===== config.mk =====
export PLATFORM = sky130hd
export DESIGN_NAME = id_stage
export DESIGN_NICKNAME = d
export VERILOG_FILES = /design/src/rtl/id_pkg.sv /design/src/rtl/id_stage_reg_file.sv /design/src/rtl/id_stage.sv
export SDC_FILE = /design/constraint.sdc
export NUM_CORES = 2
export LEC_CHECK = 0
export CORE_ASPECT_RATIO = 2
export CORE_MARGIN = 3
export CORE_UTILIZATION = 42
export CTS_CLUSTER_SIZE = 12
export DETAILED_ROUTE_END_ITERATION = 7
export HOLD_SLACK_MARGIN = 0.12
export PLACE_DENSITY_LB_ADDON = 0.1
export SETUP_SLACK_MARGIN = 0.1
export SLEW_MARGIN = 20
export SYNTH_ARGS = -nofsm -noshare
export SYNTH_HDL_FRONTEND = slang
export SYNTH_SLANG_ARGS = --single-unit

===== constraint.sdc =====
create_clock -name clk -period 4.4 [get_ports clk]
set_input_delay 0.66 -clock clk [delete_from_list [all_inputs] [get_ports clk]]
set_output_delay 0.66 -clock clk [all_outputs]
set_load 0.01 [all_outputs]

===== src/rtl/id_pkg.sv =====
// Shared encodings for the instruction-decode stage: MIPS opcodes, R-type funct
// codes and the ALU operation encoding carried into EX.
package id_pkg;

  localparam int RIDX = 5;

  localparam logic [5:0] OP_RTYPE = 6'b000000;
  localparam logic [5:0] OP_ADDI  = 6'b001000;
  localparam logic [5:0] OP_LW    = 6'b100011;
  localparam logic [5:0] OP_SW    = 6'b101011;
  localparam logic [5:0] OP_BEQ   = 6'b000100;
  localparam logic [5:0] OP_BNE   = 6'b000101;
  localparam logic [5:0] OP_J     = 6'b000010;

  localparam logic [5:0] FN_ADD = 6'b100000;
  localparam logic [5:0] FN_SUB = 6'b100010;
  localparam logic [5:0] FN_AND = 6'b100100;
  localparam logic [5:0] FN_OR  = 6'b100101;
  localparam logic [5:0] FN_SLT = 6'b101010;

  typedef enum logic [2:0] {
    ALU_ADD = 3'd0,
    ALU_SUB = 3'd1,
    ALU_AND = 3'd2,
    ALU_OR  = 3'd3,
    ALU_SLT = 3'd4
  } alu_op_e;

endpackage


===== src/rtl/id_stage_reg_file.sv =====
// Register file for the ID stage: two asynchronous read ports with
// same-cycle writeback bypass, one synchronous write port, register 0 hard-wired to 0.
module reg_file
  import id_pkg::*;
#(
  parameter int XLEN = 32,
  parameter int NREG = 32
) (
  input  logic            clk,
  input  logic            reset,
  input  logic [RIDX-1:0] rs_idx,
  input  logic [RIDX-1:0] rt_idx,
  output logic [XLEN-1:0] rs_val,
  output logic [XLEN-1:0] rt_val,
  input  logic            we,
  input  logic [RIDX-1:0] wd_idx,
  input  logic [XLEN-1:0] wd_data
);

  logic [XLEN-1:0] regs [NREG];
  logic            wr_en;

  assign wr_en = we && (wd_idx != '0);

  always_ff @(posedge clk) begin
    if (reset) begin
      for (int i = 0; i < NREG; i++) regs[i] <= '0;
    end else if (wr_en) begin
      regs[wd_idx] <= wd_data;
    end
  end

  // A write landing this cycle is visible to the reader in the same cycle.
  always_comb begin
    rs_val = '0;
    rt_val = '0;
    if (rs_idx != '0) rs_val = (wr_en && (wd_idx == rs_idx)) ? wd_data : regs[rs_idx];
    if (rt_idx != '0) rt_val = (wr_en && (wd_idx == rt_idx)) ? wd_data : regs[rt_idx];
  end

endmodule


===== src/rtl/id_stage.sv =====
// Instruction-decode stage: decodes the MIPS subset, resolves beq/bne, raises
// the load-use stall and registers decoded fields into the ID/EX register.
module id_stage
  import id_pkg::*;
#(
  parameter int XLEN = 32,
  parameter int NREG = 32
) (
  input  logic            clk,
  input  logic            reset,
  input  logic [31:0]     instruction_ID,
  input  logic [XLEN-1:0] pc_ID,
  input  logic            wb_we,
  input  logic [RIDX-1:0] wb_rd,
  input  logic [XLEN-1:0] wb_data,
  output logic            branch,
  output logic            jump,
  output logic            stall,
  output logic [XLEN-1:0] ex_rs_val,
  output logic [XLEN-1:0] ex_rt_val,
  output logic [XLEN-1:0] ex_imm,
  output logic [RIDX-1:0] ex_rs,
  output logic [RIDX-1:0] ex_rt,
  output logic [RIDX-1:0] ex_rd,
  output logic [2:0]      ex_alu_op,
  output logic            ex_alu_src,
  output logic            ex_mem_read,
  output logic            ex_mem_write,
  output logic            ex_reg_write,
  output logic [RIDX-1:0] ex_wdst,
  output logic [XLEN-1:0] ex_pc
);

  logic [5:0]      opcode;
  logic [5:0]      funct;
  logic [RIDX-1:0] rs;
  logic [RIDX-1:0] rt;
  logic [RIDX-1:0] rd;
  logic [XLEN-1:0] imm;
  logic [XLEN-1:0] rs_val;
  logic [XLEN-1:0] rt_val;

  assign opcode = instruction_ID[31:26];
  assign funct  = instruction_ID[5:0];
  assign rs     = instruction_ID[25:21];
  assign rt     = instruction_ID[20:16];
  assign rd     = instruction_ID[15:11];
  assign imm    = {{(XLEN-16){instruction_ID[15]}}, instruction_ID[15:0]};

  reg_file #(.XLEN(XLEN), .NREG(NREG)) u_reg_file (
    .clk     (clk),
    .reset   (reset),
    .rs_idx  (rs),
    .rt_idx  (rt),
    .rs_val  (rs_val),
    .rt_val  (rt_val),
    .we      (wb_we),
    .wd_idx  (wb_rd),
    .wd_data (wb_data)
  );

  alu_op_e         d_alu_op;
  logic            d_alu_src;
  logic            d_mem_read;
  logic            d_mem_write;
  logic            d_reg_write;
  logic [RIDX-1:0] d_wdst;
  logic            d_reads_rt;
  logic            d_beq;
  logic            d_bne;
  logic            d_j;
  logic            rtype_ok;

  // Unrecognised opcodes and functs fall through with every control bit low (NOP).
  always_comb begin
    d_alu_op    = ALU_ADD;
    d_alu_src   = 1'b0;
    d_mem_read  = 1'b0;
    d_mem_write = 1'b0;
    d_reg_write = 1'b0;
    d_wdst      = '0;
    d_reads_rt  = 1'b0;
    d_beq       = 1'b0;
    d_bne       = 1'b0;
    d_j         = 1'b0;
    rtype_ok    = 1'b1;
    case (opcode)
      OP_RTYPE: begin
        case (funct)
          FN_ADD:  d_alu_op = ALU_ADD;
          FN_SUB:  d_alu_op = ALU_SUB;
          FN_AND:  d_alu_op = ALU_AND;
          FN_OR:   d_alu_op = ALU_OR;
          FN_SLT:  d_alu_op = ALU_SLT;
          default: rtype_ok = 1'b0;
        endcase
        if (rtype_ok) begin
          d_reg_write = 1'b1;
          d_wdst      = rd;
          d_reads_rt  = 1'b1;
        end
      end
      OP_ADDI: begin
        d_alu_src   = 1'b1;
        d_reg_write = 1'b1;
        d_wdst      = rt;
      end
      OP_LW: begin
        d_alu_src   = 1'b1;
        d_mem_read  = 1'b1;
        d_reg_write = 1'b1;
        d_wdst      = rt;
      end
      OP_SW: begin
        d_alu_src   = 1'b1;
        d_mem_write = 1'b1;
        d_reads_rt  = 1'b1;
      end
      OP_BEQ: begin
        d_beq      = 1'b1;
        d_reads_rt = 1'b1;
      end
      OP_BNE: begin
        d_bne      = 1'b1;
        d_reads_rt = 1'b1;
      end
      OP_J:    d_j = 1'b1;
      default: ;
    endcase
  end

  // Handshake with fetch: stall=1 means the instruction on instruction_ID is not
  // consumed this cycle (fetch and IF/ID hold it, ID/EX takes a bubble, branch
  // and jump are suppressed); stall=0 means it is consumed at the next clk edge.
  logic operands_eq;

  assign operands_eq = (rs_val == rt_val);
  assign stall  = !reset && ex_mem_read && (ex_wdst != '0) &&
                  ((ex_wdst == rs) || (d_reads_rt && (ex_wdst == rt)));
  assign branch = !reset && !stall && ((d_beq && operands_eq) || (d_bne && !operands_eq));
  assign jump   = !reset && !stall && d_j;

  always_ff @(posedge clk) begin
    if (reset || stall) begin
      ex_rs_val    <= '0;
      ex_rt_val    <= '0;
      ex_imm       <= '0;
      ex_rs        <= '0;
      ex_rt        <= '0;
      ex_rd        <= '0;
      ex_alu_op    <= '0;
      ex_alu_src   <= 1'b0;
      ex_mem_read  <= 1'b0;
      ex_mem_write <= 1'b0;
      ex_reg_write <= 1'b0;
      ex_wdst      <= '0;
      ex_pc        <= '0;
    end else begin
      ex_rs_val    <= rs_val;
      ex_rt_val    <= rt_val;
      ex_imm       <= imm;
      ex_rs        <= rs;
      ex_rt        <= rt;
      ex_rd        <= rd;
      ex_alu_op    <= d_alu_op;
      ex_alu_src   <= d_alu_src;
      ex_mem_read  <= d_mem_read;
      ex_mem_write <= d_mem_write;
      ex_reg_write <= d_reg_write;
      ex_wdst      <= d_wdst;
      ex_pc        <= pc_ID;
    end
  end

endmodule


==> metrics.yaml <==
sta:
  hold_ws_ns: 0.373
  setup_viol: 1
  worstMarginPinSlew_ns: 1.04
  finalWorstSetupSlack_ns: -1.26
  clock_skew_ns: 0.0324
  finalCritPeriodShare: 1.29
  min_period_ns: 5.66
  max_freq_mhz: 177
  slew_headroom: 0.307
  hold_viol_final: 0
  grt_setup_unrepaired: "true"
  fin_setup_tns_ns: -1.26
  drv_slew: 0
floorplanning:
  core_area_um2: 142000
  die_area_um2: 148000
  start_util: 0.424
  num_rows: 195
  die_h_um: 541
  dieWidth_um: 273
  io_pins: 262
synthesis:
  ys_seq_elements: 1158
  netlist_area_um2: 60000
  synth_cells: 4224
  synth_edf_count: 1024
  yosysWarnings: 0
  ys_seq_area_frac: 0.557
  syn_area_per_cell_um2: 14.2
  synth_ff_type: "edfxtp_1"
  synthArstFlopShare: 0
  yosysUniqueCellTypes: 76
worst_setup_path:
  cp-startpoint: "instruction_ID[23]"
  cp_num_buf_inv: 9
  critPathMaxStageDelay_ns: 0.65
  crit_top_cell: "buf_4"
  cp_slowest_cell: "nor2_2"
  r2r-start: "ex_wdst[1]"
  path_cells: "buf_6 > buf_4 > inv_2 > buf_12 > nor2_2 > buf_4 > a22oi_1 > nand4_1 > o211ai_1 > xnor2_1 > buf_4 > nand4_1 > nor4_4 > buf_4 > nand4_1 > buf_4 > mux2i_1 > buf_2"
  critPathMaxFanout: 12
  rrSetupSlack_ns: 1.50
  path_delay_family: "buffers and inverters"
  worstPathRequired_ns: 3.74
  worstSetupStartpointType: "input pin"
  crit_type: "input pin to output port"
  cp_data_arrival_time_ns: 5.00
  end_kind: "output port"
pwr:
  power_leakage_nw: 26.9
  pwr_density_cell_nw_per_um2: 368
  ir_drop_v: 0.000296
  power_mw: 27.2
grt:
  gr-total-overflow: 0
  grt_pass1_wl_um: 378000
  grt_start_max_net_pins: 74
  grt_pass1_vias: 44700
  track_usage: 0.380
  antenna_found_initial: 29
finish:
  nets: 5040
  synthToLayoutAreaGrowth_pct: 23.3
  drive_above_1_share: 0.300
run_status:
  outcome: "finished, violations left"
  violations: "setup timing"
min_path:
  min_path_type: "input pin to flip-flop"
  min_from: "reset"
detailed_routing:
  ant_nets: 0
  vias: 44900
  first_iter_violations: 6064
  vias_per_cell: 6.49
  routed_wl_um: 283000
  dr.pass1.iters: 5
  wl_per_cell_um: 40.9
  route.detailed.drc: 0
clock_network:
  cts_tree: "yes"
  clk_pin_slew_worst_paths_ns: 0.06
  cts_buffers: 113
  ctsHoldBuffers: 0
  root_buffer: "clkbuf_16"
  htreeDepth: 3
  clkLatencyLatePin_ns: 0.74
  cts_sinks: 1158
  cts_buffer_depth: 3
place:
  hpwl_um: 183000
  port_buffers: 261
  post-place-ws_ns: -1.89
  place_congestion: 0.967
run:
  cap_viol_max_count: 0
## final timing paths
kind,end,cells past startpoint
max reg2reg,ex_rt_val[19],8
min reg2reg,ex_mem_write,5
max,branch,18
min,ex_rt_val[18],3
## worst register-to-register path: stages (launching register included)
cell	delay, ns
dfxtp_1	0.35
or4_1	0.53
o21ai_0	0.16
a21oi_1	0.08
buf_4	0.17
nor2_4	0.15
nand2_1	0.61
nor3_1	0.56
buf_4	0.23
## area by class of cell
class	instances	area, um^2
clock buffer	182	3310
clock inverter	15	168
inverter	15	56.3
sequential	1158	33400
timing repair buffer	1003	9670
fill	12000	67500
antenna	23	57.6
multi-input combinational	2645	25000
tap	1871	2340
## cells in the final DEF, fill, tap and decap left out, types with 14 or more instances in the layout
cell type	Yosys	routed
and2_1	1041	1041
edfxtp_1	1024	1024
buf_4	54	623
mux4_2	460	460
clkdlybuf4s50_1	0	244
mux2i_1	168	168
dfxtp_1	134	134
nor2_1	156	122
clkbuf_16	0	118
buf_12	0	111
nand2_1	94	94
nor3_1	60	57
a22oi_1	54	54
clkbuf_1	264	49
nand3_1	42	42
or2_2	41	41
a21oi_1	40	40
nor2_4	1	35
o22ai_1	34	34
mux2_2	33	33
o21ai_0	33	32
conb_1	1	32
a221oi_1	26	26
o211ai_1	26	26
nor2b_1	25	25
diode_2	0	23
xnor2_1	27	22
xor2_1	24	22
nand2b_1	20	20
a31oi_1	19	19
nand4_1	17	17
and3_1	17	15
a211oi_1	17	14
a22o_1	14	14
## cells by family after synthesis
family,count (synthesis),share of synthesized area
flops,1158,0.557
simple gates,1554,0.150
buf+inv,452,0.0361
mux,663,0.207
xor+xnor,51,0.00744
compound gates,345,0.0418
other cells,1,0.0000625
## Yosys cell counts (34+ instances only)
cell type     n  area share
nand2_1      94      0.0059
buf_2        81      0.0068
a21oi_1      40      0.0033
nor2_1      156      0.0098
or2_2        41      0.0043
a22oi_1      54      0.0068
edfxtp_1   1024        0.51
mux2i_1     168       0.028
mux4_2      460        0.17
o22ai_1      34      0.0035
buf_4        54      0.0068
and2_1     1041        0.11
nor3_1       60      0.0050
dfxtp_1     134       0.045
nand3_1      42      0.0035
clkbuf_1    264       0.017
## metal layers
metal	GRT usage	part of all wire
met3	0.0798	0.10
met1	0.442	0.33
met5	0	0.00013
met4	0.310	0.10
met2	0.605	0.47
## where the power goes
part	internal [mW]	switching [mW]	leakage (nW)
Clock	5.23	4.39	1.69
Combinational	2.08	2.62	14.4
Sequential	12.6	0.320	10.9
## flip-flops by register name, indices dropped and copies added, names as in the netlist
| signal | count |
|---|---|
| ex_rs | 5 |
| ex_alu_src | 1 |
| ex_wdst | 5 |
| ex_imm | 16 |
| ex_mem_read | 1 |
| u_reg_file.regs | 1024 |
| ex_rs_val | 32 |
| ex_reg_write | 1 |
| ex_rt_val | 32 |
| ex_pc | 32 |
| ex_rt | 5 |
| ex_mem_write | 1 |
| ex_alu_op | 3 |
## through the flow
step	util	area, um^2	instances
6_report	0.523	74000	6912
5_1_grt	0.523	73900	6892
4_1_cts	0.522	73900	6889
3_5_place_dp	0.495	70000	6677
3_3_place_gp	0.495	70000	6677
2_1_floorplan	-	60100	4255
## timing repair
action / in CTS / in global routing
pin swaps: 10 / 0
endpoints found under the setup margin: 1 / 1
resized for setup: 42 / 10
cloned: 2 / 0
setup buffers: 13 / 0
Power figures use the tool's default switching activity.
